## src/rtl/led_round_controller_pkg.sv

```systemverilog
`default_nettype none
// ============================================================================
// Module  : led_round_controller_pkg
// Brief   : State encodings and LFSR helpers shared by the round controller.
// Revision: 1.0 - initial release
// ============================================================================
package led_round_controller_pkg;

  typedef enum logic [2:0] {
    S_IDLE   = 3'd0,
    S_RECONF = 3'd1,
    S_GAP    = 3'd2,
    S_RUN    = 3'd3,
    S_HIT    = 3'd4,
    S_MISS   = 3'd5,
    S_DONE   = 3'd6
  } state_t;

  // Galois form of x^16 + x^14 + x^13 + x^11 + 1 (right-shifting).
  localparam logic [15:0] c_lfsr_taps = 16'hB400;

  function automatic logic [15:0] lfsr_step(input logic [15:0] v);
    return {1'b0, v[15:1]} ^ (v[0] ? c_lfsr_taps : 16'h0000);
  endfunction

endpackage
`default_nettype wire

```

## src/rtl/led_round_controller_lfsr16.sv

```systemverilog
`default_nettype none
// ============================================================================
// Module  : lfsr16
// Brief   : Free-running 16-bit Galois LFSR; loads seed on reset.
// Revision: 1.0 - initial release
// ============================================================================
module lfsr16
  import led_round_controller_pkg::*;
(
  input  logic        clk,
  input  logic        rst,
  input  logic [15:0] seed,
  output logic [15:0] q
);

  logic [15:0] r_lfsr;

  always_ff @(posedge clk) begin
    if (rst) begin
      r_lfsr <= seed;
    end else begin
      r_lfsr <= lfsr_step(r_lfsr);
    end
  end

  assign q = r_lfsr;

endmodule
`default_nettype wire

```

## src/rtl/led_round_controller.sv

```systemverilog
`default_nettype none
// ============================================================================
// Module  : led_round_controller
// Brief   : Reaction-game sequencer driving LED_Timer reload/enable and scoring.
// Revision: 1.0 - initial release
// ============================================================================
module led_round_controller
  import led_round_controller_pkg::*;
#(
  parameter int          ROUNDS  = 5,
  parameter int          GAP_MIN = 50,
  parameter int          GAP_W   = 8,
  parameter int          RT_W    = 16,
  parameter logic [15:0] SEED    = 16'hACE1
) (
  input  logic            clk,
  input  logic            rst,
  input  logic            start,
  input  logic            abort,
  input  logic            btn,
  input  logic            LED_timeout,
  output logic            Reconfigure,
  output logic            En,
  output logic            busy,
  output logic            done,
  output logic            hit_p,
  output logic            miss_p,
  output logic [3:0]      round_idx,
  output logic [3:0]      score,
  output logic [RT_W-1:0] last_rt
);

  localparam int              c_gap_cw   = $clog2(GAP_MIN + (1 << GAP_W));
  localparam logic [15:0]     c_gap_mask = 16'((32'd1 << GAP_W) - 32'd1);
  localparam logic [RT_W-1:0] c_rt_max   = '1;
  localparam logic [3:0]      c_last_idx = 4'(ROUNDS - 1);

  state_t                r_state;
  state_t                w_next;
  logic [15:0]           w_lfsr;
  logic [15:0]           w_gap_add;
  logic [c_gap_cw-1:0]   r_gap_cnt;
  logic [RT_W-1:0]       r_rt_cnt;
  logic [RT_W-1:0]       w_rt_inc;
  logic                  w_last_round;

  logic                  r_reconf;
  logic                  r_en;
  logic                  r_busy;
  logic                  r_done;
  logic                  r_hit;
  logic                  r_miss;
  logic [3:0]            r_round;
  logic [3:0]            r_score;
  logic [RT_W-1:0]       r_last_rt;

  lfsr16 u_lfsr (
    .clk  (clk),
    .rst  (rst),
    .seed (SEED),
    .q    (w_lfsr)
  );

  assign w_gap_add    = w_lfsr & c_gap_mask;
  assign w_rt_inc     = (r_rt_cnt == c_rt_max) ? c_rt_max : r_rt_cnt + 1'b1;
  assign w_last_round = (r_round == c_last_idx);

  always_comb begin
    w_next = r_state;
    if (abort) begin
      w_next = S_IDLE;
    end else begin
      case (r_state)
        S_IDLE, S_DONE: if (start) w_next = S_RECONF;
        S_RECONF:       w_next = S_GAP;
        S_GAP: begin
          if (btn)                  w_next = S_MISS;
          else if (r_gap_cnt == '0) w_next = S_RUN;
        end
        S_RUN: begin
          // A press in the same cycle as the timeout still counts as a hit.
          if (btn)              w_next = S_HIT;
          else if (LED_timeout) w_next = S_MISS;
        end
        S_HIT, S_MISS:  w_next = w_last_round ? S_DONE : S_RECONF;
        default:        w_next = S_IDLE;
      endcase
    end
  end

  // Outputs are decoded from the next state so they line up with the state register.
  always_ff @(posedge clk) begin
    if (rst) begin
      r_state   <= S_IDLE;
      r_reconf  <= 1'b0;
      r_en      <= 1'b0;
      r_busy    <= 1'b0;
      r_done    <= 1'b0;
      r_hit     <= 1'b0;
      r_miss    <= 1'b0;
      r_round   <= '0;
      r_score   <= '0;
      r_last_rt <= '0;
      r_gap_cnt <= '0;
      r_rt_cnt  <= '0;
    end else begin
      r_state  <= w_next;
      r_reconf <= (w_next == S_RECONF);
      r_en     <= (w_next == S_RUN);
      r_busy   <= (w_next != S_IDLE) && (w_next != S_DONE);
      r_done   <= (w_next == S_DONE);
      r_hit    <= (w_next == S_HIT);
      r_miss   <= (w_next == S_MISS);
      if (!abort) begin
        case (r_state)
          S_IDLE, S_DONE: begin
            if (start) begin
              r_score <= '0;
              r_round <= '0;
            end
          end
          S_RECONF: r_gap_cnt <= c_gap_cw'(GAP_MIN) + c_gap_cw'(w_gap_add);
          S_GAP: begin
            if (r_gap_cnt != '0) r_gap_cnt <= r_gap_cnt - 1'b1;
            r_rt_cnt <= '0;
          end
          S_RUN: begin
            r_rt_cnt <= w_rt_inc;
            if (btn) begin
              r_last_rt <= w_rt_inc;
              r_score   <= r_score + 1'b1;
            end
          end
          S_HIT, S_MISS: begin
            if (!w_last_round) r_round <= r_round + 1'b1;
          end
          default: ;
        endcase
      end
    end
  end

  assign Reconfigure = r_reconf;
  assign En          = r_en;
  assign busy        = r_busy;
  assign done        = r_done;
  assign hit_p       = r_hit;
  assign miss_p      = r_miss;
  assign round_idx   = r_round;
  assign score       = r_score;
  assign last_rt     = r_last_rt;

endmodule
`default_nettype wire

```

## config.mk

```make
export PLATFORM = sky130hd
export DESIGN_NAME = led_round_controller
export DESIGN_NICKNAME = d
export VERILOG_FILES = /design/src/rtl/led_round_controller_pkg.sv /design/src/rtl/led_round_controller_lfsr16.sv /design/src/rtl/led_round_controller.sv
export SDC_FILE = /design/constraint.sdc
export NUM_CORES = 1
export LEC_CHECK = 0
export CORE_MARGIN = 10
export CORE_UTILIZATION = 60
export CTS_CLUSTER_DIAMETER = 80
export DETAILED_ROUTE_END_ITERATION = 6
export HOLD_SLACK_MARGIN = 0.1
export MAX_ROUTING_LAYER = met4
export PLACE_DENSITY = 0.88
export REMOVE_ABC_BUFFERS = 1
export SLEW_MARGIN = 0
export SYNTH_ARGS = -nofsm -noshare
export SYNTH_HDL_FRONTEND = slang
export SYNTH_HIERARCHICAL = 1
export SYNTH_SLANG_ARGS = --single-unit
```

## constraint.sdc

```tcl
create_clock -name clk -period 2.9 [get_ports clk]
set_clock_uncertainty 0.05 [all_clocks]
set_input_delay 0.87 -clock clk [delete_from_list [all_inputs] [get_ports clk]]
set_output_delay 0.87 -clock clk [all_outputs]
set_load 0.02 [all_outputs]
```

# Word level (Yosys, flattened, before mapping)
# Index checks and enable logic that the tools add are counted.
dict set report classes {
  addsub 5
  eq_ne 18
  mux 18
  n_bitwise 2
  reduce_logical 16
}
# operator count
set op_table {}
lappend op_table {{16-bit 2-to-1 mux} 2}
lappend op_table {{16-bit case mux with 2 select lines} 1}
lappend op_table {{3-bit 2-to-1 mux} 7}
lappend op_table {{3-bit equality test (second input constant)} 6}
lappend op_table {{9-bit case mux with 2 select lines} 1}
lappend op_table {{16-bit by 1-bit adder with 16-bit output (second input constant)} 1}
lappend op_table {{16-bit equality test (second input constant)} 1}
lappend op_table {{4-bit case mux with 2 select lines} 2}
lappend op_table {{15-bit by 16-bit bitwise XOR with 16-bit output} 1}
lappend op_table {{3-bit case mux with 5 select lines} 1}
lappend op_table {{4-bit 2-to-1 mux} 3}
lappend op_table {{6-bit by 8-bit adder with 9-bit output (first input constant)} 1}
lappend op_table {{3-bit by 2-bit equality test with 1-bit output (second input constant)} 3}
lappend op_table {{9-bit logical NOT} 1}
lappend op_table {{9-bit 2-to-1 mux} 1}
lappend op_table {{9-bit nonzero test} 1}
lappend op_table {{9-bit by 1-bit subtractor with 9-bit output (second input constant)} 1}
lappend op_table {{4-bit by 1-bit adder with 4-bit output (second input constant)} 2}
lappend op_table {{2-bit != test (second input constant)} 4}
lappend op_table {{4-bit AND reduction} 2}
lappend op_table {{2-bit nonzero test} 4}
lappend op_table {{3-bit by 1-bit equality test with 1-bit output (second input constant)} 2}
lappend op_table {{3-bit AND reduction} 2}
lappend op_table {{4-bit by 3-bit equality test with 1-bit output (second input constant)} 1}
lappend op_table {{7 further kinds} 8}
dict set report totals {
  register_bits 74
  output_inout_bits 30
}

# Logic depth before layout (Yosys ltp)
dict set report depth {
  word_depth 7
  mapped_depth 8
  mapped_depth_nobuf 7
}

# Cells and area by module
# The synthesis kept the hierarchy.
# mod n_inst cells_per_inst area_per_inst_um2 seq_area_each_um2
set modules_own_cells {}
lappend modules_own_cells {led_round_controller 1 381 3248.1 1161.1}
lappend modules_own_cells {lfsr16 1 40 560.5 320.3}

# Worst setup path after synthesis
# No wires, ideal clock.
dict set report synth_timing {
  path_type {in2reg}
  startpoint {in start}
  endpoint {reg r_score[3] (netlist: score[3])}
  setup_time_ns 0.115
  arrival_ns 1.950
  required_ns 2.735
  setup_slack_ns 0.785
  path_stages 5
  n_path_buf 0
  cell_sequence {or4b_4 > a31oi_4 > nand4_1 > xnor2_1 > and2_1}
}
dict set report synth_between {
  elab_chain_len 2
}
# item line_no
set synth_lines {}
lappend synth_lines {{start: declaration} led_round_controller.sv:18} ;# input logic start,
lappend synth_lines {{2-bit != test (no source line)} -}
lappend synth_lines {{4-bit AND reduction (no source line)} -}
lappend synth_lines {{end signal: assignment} led_round_controller.sv:131} ;# r_score <= r_score + 1'b1;
lappend synth_lines {{end: declaration} led_round_controller.sv:54} ;# logic [3:0] r_score;
# Every way passes these cells.
# A chain may end at the register's enable or synchronous reset.

# Final worst setup path
dict set report layout_timing {
  startpoint {in abort}
  endpoint {reg r_gap_cnt[7]}
}
dict set report layout_between {
  elab_chain_len 2
}
# item line_no
set layout_lines {}
lappend layout_lines {{start: declaration} led_round_controller.sv:19} ;# input logic abort,
lappend layout_lines {{1-bit inverter (no source line)} -}
lappend layout_lines {{3-bit AND reduction (no source line)} -}
lappend layout_lines {{end signal: assignment} led_round_controller.sv:122} ;# S_RECONF: r_gap_cnt <= c_gap_cw'(GAP_MIN) + c_gap_cw'(w_gap_add);
lappend layout_lines {{end signal: assignment} led_round_controller.sv:124} ;# if (r_gap_cnt != '0) r_gap_cnt <= r_gap_cnt - 1'b1;
lappend layout_lines {{end: declaration} led_round_controller.sv:42} ;# logic [c_gap_cw-1:0] r_gap_cnt;
# Every way passes these cells.

==> impl_metrics.env <==
export IMPL_finalSetupTns_ps=0
export IMPL_ys_ff_latch=74
export IMPL_cts_resized=0
export IMPL_track_usage_pct=17.7
export IMPL_yosysUniqueCellTypes=72
export IMPL_cp_start_kind="primary input"
export IMPL_critPathKind="in2reg"
export IMPL_worstSkewPairLatency_ps=340
export IMPL_clk_pin_slew_worst_paths_ps=70
export IMPL_worstPathArrival_ps=2610
export IMPL_cts_num_sinks=74
export IMPL_slew_headroom_pct=49.1
export IMPL_drt_pass1_iter_count=5
export IMPL_reg2reg_depth=6
export IMPL_ys_async_sr_fraction_pct=0
export IMPL_whs_ps=409
export IMPL_cts_root_buf="clkbuf_8"
export IMPL_period_needed_ps=2390
export IMPL_r2r_slack_ps=640
export IMPL_power_frac_clock_pct=42.0
export IMPL_gp_congestion=0.884
export IMPL_fin_crit_sh_pct=82.3
export IMPL_slowest_delay_ps=550
export IMPL_wl_per_cell_um=15.9
export IMPL_antenna_cells=0
export IMPL_vias=3293
export IMPL_power_switching_uw=519
export IMPL_rsz0062_at_grt="no"
export IMPL_dp_hpwl_um=5950
export IMPL_clockBufferDepth=2
export IMPL_grt_pass1_vias=3137
export IMPL_critPathMaxFanout=8
export IMPL_leakagePower_nw=1.61
export IMPL_holdPathEnd="u_lfsr/q[14]$_DFF_P_"
export IMPL_hold_viol=0
export IMPL_avgSynthCellArea_um2=9.05
export IMPL_internal_power_mw=1.70
export IMPL_syn_cell_area_um2=3810
export IMPL_drt_wl_total_um=8620
export IMPL_crit_chain="clkdlybuf4s50_1 -> or3b_1 -> nor2_8 -> a21oi_1 -> o21ai_0 -> a21oi_1"
export IMPL_design_die_area_um2=9930
export IMPL_holdCritPathClass="reg2reg"
export IMPL_grt_antenna_before_repair=0
export IMPL_ir_drop_mv=0.304
export IMPL_die_width_um=99.7
export IMPL_crit_path_top_delay_cell="clkdlybuf4s50_1"
export IMPL_stdcell_count=541
export IMPL_max_cap_viol_count=0
export IMPL_finalNetCount=474
export IMPL_gr_total_overflow=0
export IMPL_port_buffer_count=35
export IMPL_r2r_start="r_rt_cnt[0]$_SDFFE_PP0P_"
export IMPL_seq_power_share_pct=49.0
export IMPL_io_pins=36
export IMPL_power_total_mw=2.22
export IMPL_crit_top_cell="a21oi_1"
export IMPL_coreArea_um2=6030
export IMPL_dp_cells=525
export IMPL_whs_path_depth=1
export IMPL_cpLargestDelayFamily="compound AO/OA/AOI/OAI gates"
export IMPL_setup_violations=0
export IMPL_routed_via_density=6.09
export IMPL_hold_buffers=0
export IMPL_yosysSeqAreaShare_pct=38.9
export IMPL_syn_instance_count=421
export IMPL_area_delta_synth_final_pct=16.0
export IMPL_htree_levels=3
export IMPL_grt_max_degree=40
export IMPL_seq_area_um2=1480
export IMPL_p_sw_share_pct=23.4
export IMPL_crit_buf_inv=1
export IMPL_num_rows=28
export IMPL_drive_above_1_share_pct=13.7
export IMPL_nFillCells=442
export IMPL_end_kind="flop"
export IMPL_cts_tree="done"
export IMPL_max_freq_ghz=0.419
export IMPL_final_area_um2=4420
export IMPL_slew_violations=0
export IMPL_cellPowerDensity_nw_per_um2=502
export IMPL_antenna_left=0
export IMPL_postCtsSetupBuffers=0
export IMPL_status="finished clean"
export IMPL_post_dp_cell_area_um2=4180
export IMPL_remaining_drc_errors=0
export IMPL_tightest_slew_ps=762
export IMPL_p_comb_share_pct=8.9
export IMPL_start_util_pct=63.2
export IMPL_timing_rr_end="last_rt[0]$_SDFFE_PP0P_"
export IMPL_yosys_most_used_dff="dfxtp_1"
export IMPL_yosys_warnings=6
export IMPL_min_delay_start="u_lfsr/q[15]$_DFF_P_"
export IMPL_numCtsBuffers=9
export IMPL_drtIter0Drc=278
export IMPL_die_h_um=99.7
export IMPL_multi_input_area_um2=2170
export IMPL_grt_pass1_wl_um=14600
export IMPL_synth_edff_count=0
export IMPL_worstPathRequired_ps=3120
## stage by stage
stage               setup slack (ps)  util, %
finish                           512     73.3
global route                     408     73.3
CTS                              537     73.3
detailed placement               235     69.4
global placement                 286     69.4
floorplan                        334        -
## kinds of logic (layout without fill, tap and decap cells)
group                    count (synthesis)  after routing  share of synthesized area [%]
AO/OA/AOI/OAI                          107            107                           19.8
XOR/XNOR                                18             18                           4.14
adder cells (fa/ha/maj)                  7              7                           2.30
buffers and inverters                   37             68                           5.62
flip-flops                              74             74                           38.9
multiplexers                            17             17                           5.29
other                                    2             16                          0.197
AND/OR/NAND/NOR                        159            159                           23.7
## worst max-delay path by stage
| stage | slack, ps | cells after the start | to | startpoint |
|---|---|---|---|---|
| after floorplan | 330 | 4 | last_rt[0]$_SDFFE_PP0P_ | abort |
| after global placement | 290 | 6 | score[3]$_SDFFE_PP0P_ | start |
| after detailed placement | 230 | 6 | r_gap_cnt[3]$_SDFFE_PP0P_ | abort |
| after CTS | 540 | 6 | r_gap_cnt[7]$_SDFFE_PP0P_ | abort |
| after global routing | 410 | 6 | r_gap_cnt[7]$_SDFFE_PP0P_ | abort |
| final | 510 | 6 | r_gap_cnt[7]$_SDFFE_PP0P_ | abort |
## flip-flops by register name, indices dropped and copies added (netlist names)
register     cells
En               1
Reconfigure      1
busy             1
done             1
hit_p            1
last_rt         16
miss_p           1
r_gap_cnt        9
r_rt_cnt        16
r_state          3
round_idx        4
score            4
u_lfsr/q        16
## cells in the mapped netlist, types with 5 or more instances
master	instances	area (um2)
dfxtp_1	74	1480
nor2_1	34	128
nand2_1	33	124
a21oi_1	28	140
nor3_1	20	100
o21ai_0	18	90.1
nand3_1	13	65.1
xnor2_1	11	96.3
a211oi_1	10	75.1
mux2_2	9	101
and3_1	8	50.1
buf_2	8	40.0
clkbuf_1	8	30.0
inv_1	8	30.0
ha_1	7	87.6
xor2_1	7	61.3
a31oi_1	6	37.5
buf_4	6	45.0
o211ai_1	6	45.0
a311oi_1	5	43.8
nand2b_1	5	31.3
## power by group through the flow
stage                     clock [mW]  combinational [mW]  sequential, mW
after detailed placement           0               0.193            1.11
final                          0.933               0.198            1.09
after global placement             0               0.186            1.11
after floorplan                    0               0.129            1.10
after CTS                      0.943               0.196            1.09
after global routing           0.984               0.217            1.09
## cell type report
class / instances / area share [%]
well taps: 75 / 2.12
clock buffers: 12 / 3.74
inverters: 9 / 0.765
multi-input cells: 324 / 49.0
clock inverters: 4 / 1.64
flip-flops and latches: 74 / 33.5
repair buffers: 43 / 9.18
## cells in the final DEF (no fill, tap or decap), types with 9 or more instances in the layout
cell type and n:
dfxtp_1 74, nand2_1 33, o21ai_0 18, clkbuf_8 12
xnor2_1 11, nor2_1 34, clkdlybuf4s50_1 34, nor3_1 20
a211oi_1 10, mux2_2 9, conb_1 16, nand3_1 13
a21oi_1 28
## worst register-to-register path, stage by stage, from the launching register on
cell	delay (ps)
dfxtp_1	470
ha_1	340
nand2_1	350
nor3_4	490
nor2_2	60
buf_4	190
a211oi_1	230
## per-layer routing
metal | global-route usage (%) | part of all wire [%] | wire (um) | up-vias
li1 | - | - | - | 1596
met1 | 20.7 | 43 | 3730 | 1557
met2 | 29.4 | 49 | 4220 | 127
met3 | 3.60 | 6.4 | 556 | 13
met4 | 6.28 | 1.3 | 116 | 0
met5 | - | 0 | 0 | -
Power figures use the tool's default switching activity.
==> RTL edit 1 (same flow settings) <==
Set the parameter `GAP_MIN` to 25 (it was 50).
--- a/src/rtl/led_round_controller.sv
+++ b/src/rtl/led_round_controller.sv
@@ -9,5 +9,5 @@
 #(
   parameter int          ROUNDS  = 5,
-  parameter int          GAP_MIN = 50,
+  parameter int          GAP_MIN = 25,
   parameter int          GAP_W   = 8,
   parameter int          RT_W    = 16,
Behaviour: no difference found for any inputs over 10 cycles, from zero or initial values and one cycle with rst high; that may be too few to reach the edited logic, so the function may still have changed.
==> RTL edit 1 against the original RTL <==
Routed wire length shrank 1.2%. Worst setup slack lost 0.14 ns. Synthesized area shrank 3.1%. Total power shrank 13%. Sequential cell count is the same. Combinational power shrank 3%. Count of clock-buffer cells in the layout is the same. Final area shrank 2.9%. Global-route usage grew 0.13 points.
==> RTL edit 1: results (changes against the original RTL) <==
standby leakage power=1.56 nW (-3.0%); endpoint with the worst hold slack=u_lfsr/q[11]; IR drop worst, VDD=0.000409 V (+35%); gp weighted congestion=0.890 (+0.74%); number of distinct standard cells referenced by the synthesized netlist=64 (-11%); number of DRC markers after the initial detailed-route iteration=184 (-34%); final net count=490 (+3.4%); R2R cell count=7 (+1); number of standard cells in the final layout excluding fillers=554 (+2.4%); register-to-register setup slack=0.66 ns (+0.02 ns); Worst Max-Slew Pin Slew=0.916 ns (+0.154 ns); CP Capture Type=register; area share of xor/xnor cells in the synthesized design=0.0475 (+0.00606); number of global-route vias before repair=3132 (-0.16%); layout-stage area growth over the synthesis result=16.2%; mean routed wirelength per cell=15.4 um (-3.5%); Global Route Usage Sum=0.179 (+0.00129); worst-case setup slack after placement=0.0827 ns (-0.152 ns); Gate Count Post-Synth=428 (+1.7%); total number of vias=3264 (-0.88%); area fraction in compound gates after synthesis=0.188 (-0.00995); final critical delay including setup and external delays=2.53 ns (+0.138 ns); Max FO, Critical Path=12 (+4); hold path startpoint=u_lfsr/q[12]; Reg2Reg Capture Point=r_gap_cnt[4]; area of placed instances=0.00415 mm^2 (-0.72%); post-synthesis mux area share=0.0522 (-0.000688); adder and majority cell fraction of the synthesized area=0.0237 (+0.000733); run status=complete, no violations; share of final-layout standard cells stronger than drive strength 1=0.102 (-0.0350); cell type of the slowest stage on the worst timing path=a21oi_1; most common library cells after synthesis=74 x dfxtp_1, 40 x nand2_1, 38 x nor2_1; cell count after placement=541 (+3.0%); Largest stage delay, worst path=0.74 ns (+0.19 ns); worst path arrival time=2.76 ns (+0.15 ns); DR WL met2=4200 um (-0.45%); maximum number of pins on one net before global-route repair=32 (-20%); Met3 Routed Length=461 um (-17%); detailed placement HPWL=6150 um (+3.4%)
## RTL edit 1: changes by cell type after synthesis, moves of 5 or more
cell      change
nand2_1       +7
inv_1         +6
o21ai_0       -9
o21ai_1      +16
a21oi_1       +5
nor4_1        +5
clkbuf_1      +7
nor3_1        -8
## RTL edit 1: layer usage
layer	vias up	global-route usage
met5	-	-
met2	94	0.296
met3	16	0.0426
met1	1535	0.205
met4	0	0.0673
li1	1619	-
## RTL edit 1: area by class of cell
| type | count | area (um^2) |
|---|---|---|
| Clock buffer | 12 | 135 |
| Clock inverter | 1 | 5.00 |
| Fill cell | 493 | 1670 |
| Inverter | 16 | 60.1 |
| Multi-Input combinational cell | 326 | 2060 |
| Sequential cell | 74 | 1480 |
| Tap cell | 75 | 93.8 |
| Timing Repair Buffer | 50 | 458 |
## RTL edit 1: power breakdown
group	internal, W	switching [W]
clock	0.000296	0.000353
combinational	0.0000914	0.000102
sequential	0.00105	0.0000343
==> RTL edit 2 (config.mk and constraints unchanged) <==
Without the edit above. Register the inputs `start`, `abort`, `btn` and `LED_timeout` before use, without a reset. The logic sees them one clock later.
--- a/src/rtl/led_round_controller.sv
+++ b/src/rtl/led_round_controller.sv
@@ -36,4 +36,16 @@
   localparam logic [3:0]      c_last_idx = 4'(ROUNDS - 1);
 
+  logic start_q;
+  logic abort_q;
+  logic btn_q;
+  logic LED_timeout_q;
+
+  always_ff @(posedge clk) begin
+    start_q       <= start;
+    abort_q       <= abort;
+    btn_q         <= btn;
+    LED_timeout_q <= LED_timeout;
+  end
+
   state_t                r_state;
   state_t                w_next;
@@ -68,18 +80,18 @@
   always_comb begin
     w_next = r_state;
-    if (abort) begin
+    if (abort_q) begin
       w_next = S_IDLE;
     end else begin
       case (r_state)
-        S_IDLE, S_DONE: if (start) w_next = S_RECONF;
+        S_IDLE, S_DONE: if (start_q) w_next = S_RECONF;
         S_RECONF:       w_next = S_GAP;
         S_GAP: begin
-          if (btn)                  w_next = S_MISS;
+          if (btn_q)                  w_next = S_MISS;
           else if (r_gap_cnt == '0) w_next = S_RUN;
         end
         S_RUN: begin
           // A press in the same cycle as the timeout still counts as a hit.
-          if (btn)              w_next = S_HIT;
-          else if (LED_timeout) w_next = S_MISS;
+          if (btn_q)              w_next = S_HIT;
+          else if (LED_timeout_q) w_next = S_MISS;
         end
         S_HIT, S_MISS:  w_next = w_last_round ? S_DONE : S_RECONF;
@@ -112,8 +124,8 @@
       r_hit    <= (w_next == S_HIT);
       r_miss   <= (w_next == S_MISS);
-      if (!abort) begin
+      if (!abort_q) begin
         case (r_state)
           S_IDLE, S_DONE: begin
-            if (start) begin
+            if (start_q) begin
               r_score <= '0;
               r_round <= '0;
@@ -127,5 +139,5 @@
           S_RUN: begin
             r_rt_cnt <= w_rt_inc;
-            if (btn) begin
+            if (btn_q) begin
               r_last_rt <= w_rt_inc;
               r_score   <= r_score + 1'b1;
Function: changed (a bounded check fails within 4 cycles, from zero or initial values and one cycle with rst high).
==> RTL edit 2 against the original RTL <==
Critical path depth decreased by 5. Maximum frequency grew 2.2%. Sequential power rose by 5%. Non-clock buffer count down 2. Register-to-register slack worse by 0.03 ns. Routed wire length grew 0.74%. Final cell count grew 2.2%. Sequential cell count is 4 higher. Total power is 0.35% higher. Core utilization down 2.2 points. Final area is 2.9% higher. Worst setup slack better by 0.051 ns. Synthesized area up 4.2%. Critical endpoint is now round_idx[3]. Highest routed layer unchanged.
==> RTL edit 2: results (changes against the original RTL) <==
total wirelength of the detailed-routed design=8690 um (+0.74%); first-pass GRT wire length=14300 um (-2.1%); final net count=484 (+2.1%); Largest stage delay, worst path=0.65 ns (+0.10 ns); Worst Hold Slack=0.402 ns (-0.00732 ns); cell count after placement=537 (+2.3%); hold path startpoint=last_rt[14]; most common library cells after synthesis=78 x dfxtp_1, 45 x nor2_1, 28 x nand2_1; register area share after synthesis=0.394 (+0.00460); syn avg cell area=9.06 um^2 (+0.13%); total number of vias=3279 (-0.43%); filler instances=494 (+12%); number of distinct standard cells referenced by the synthesized netlist=78 (+8.3%); IR drop worst, VDD=0.000499 V (+64%); met1 usage=0.203 (-0.00390); area of placed instances=0.00433 mm^2 (+3.6%); post-synthesis mux area share=0.0593 (+0.00640); Fmax achieved=428 MHz (+2.2%); worst path arrival time=1.42 ns (-1.19 ns); Global Route Usage Sum=0.172 (-0.00494); count of TritonRoute iterations in the first routing pass=4 (-1); DR WL met2=4290 um (+1.7%); Reg2Reg Capture Point=round_idx[0]; run status=complete, no violations; R2R cell count=5 (-1); Met3 Routed Length=428 um (-23%); maximum number of pins on one net before global-route repair=47 (+18%); mean routed wirelength per cell=15.7 um (-1.4%); Slew HR=0.608 (+0.117); GR Util met2=0.282 (-0.0124); area fraction in compound gates after synthesis=0.219 (+0.0204); Worst path top cell family by delay=buffers and inverters; gp weighted congestion=0.995 (+13%); M1 WL=3830 um (+2.8%); worst-case setup slack after placement=0.638 ns (+0.403 ns); detailed placement HPWL=6070 um (+2.0%); Max FO, Critical Path=5 (-3)
-- RTL edit 2: cell types whose count changed in the layout (fill, tap and decap cells not counted), sizes merged, moves of 5 or more --
cell	delta
nor2	+11
nor3	-9
a311oi	+8
o21ai	+11
nand2	-5
-- RTL edit 2: final cells by class --
| type | count | area share |
|---|---|---|
| clock buffers | 12 | 0.0319 |
| flip-flops and latches | 78 | 0.344 |
| inverters | 8 | 0.00661 |
| well taps | 77 | 0.0212 |
| repair buffers | 41 | 0.0887 |
| clock inverters | 4 | 0.0154 |
| multi-input cells | 333 | 0.493 |
-- RTL edit 2: power by group --
part           internal, W  switching [W]  total [W]
clock             0.000506       0.000385   0.000892
sequential         0.00111      0.0000362    0.00114
combinational    0.0000912      0.0000997   0.000191
total              0.00171       0.000521    0.00223
-- RTL edit 2: metrics by stage --
step,util,total power [W]
floorplan,-,0.00129
finish,0.712,0.00223
global placement,0.678,0.00135
detailed placement,0.678,0.00135
CTS,0.712,0.00223
global route,0.712,0.00231
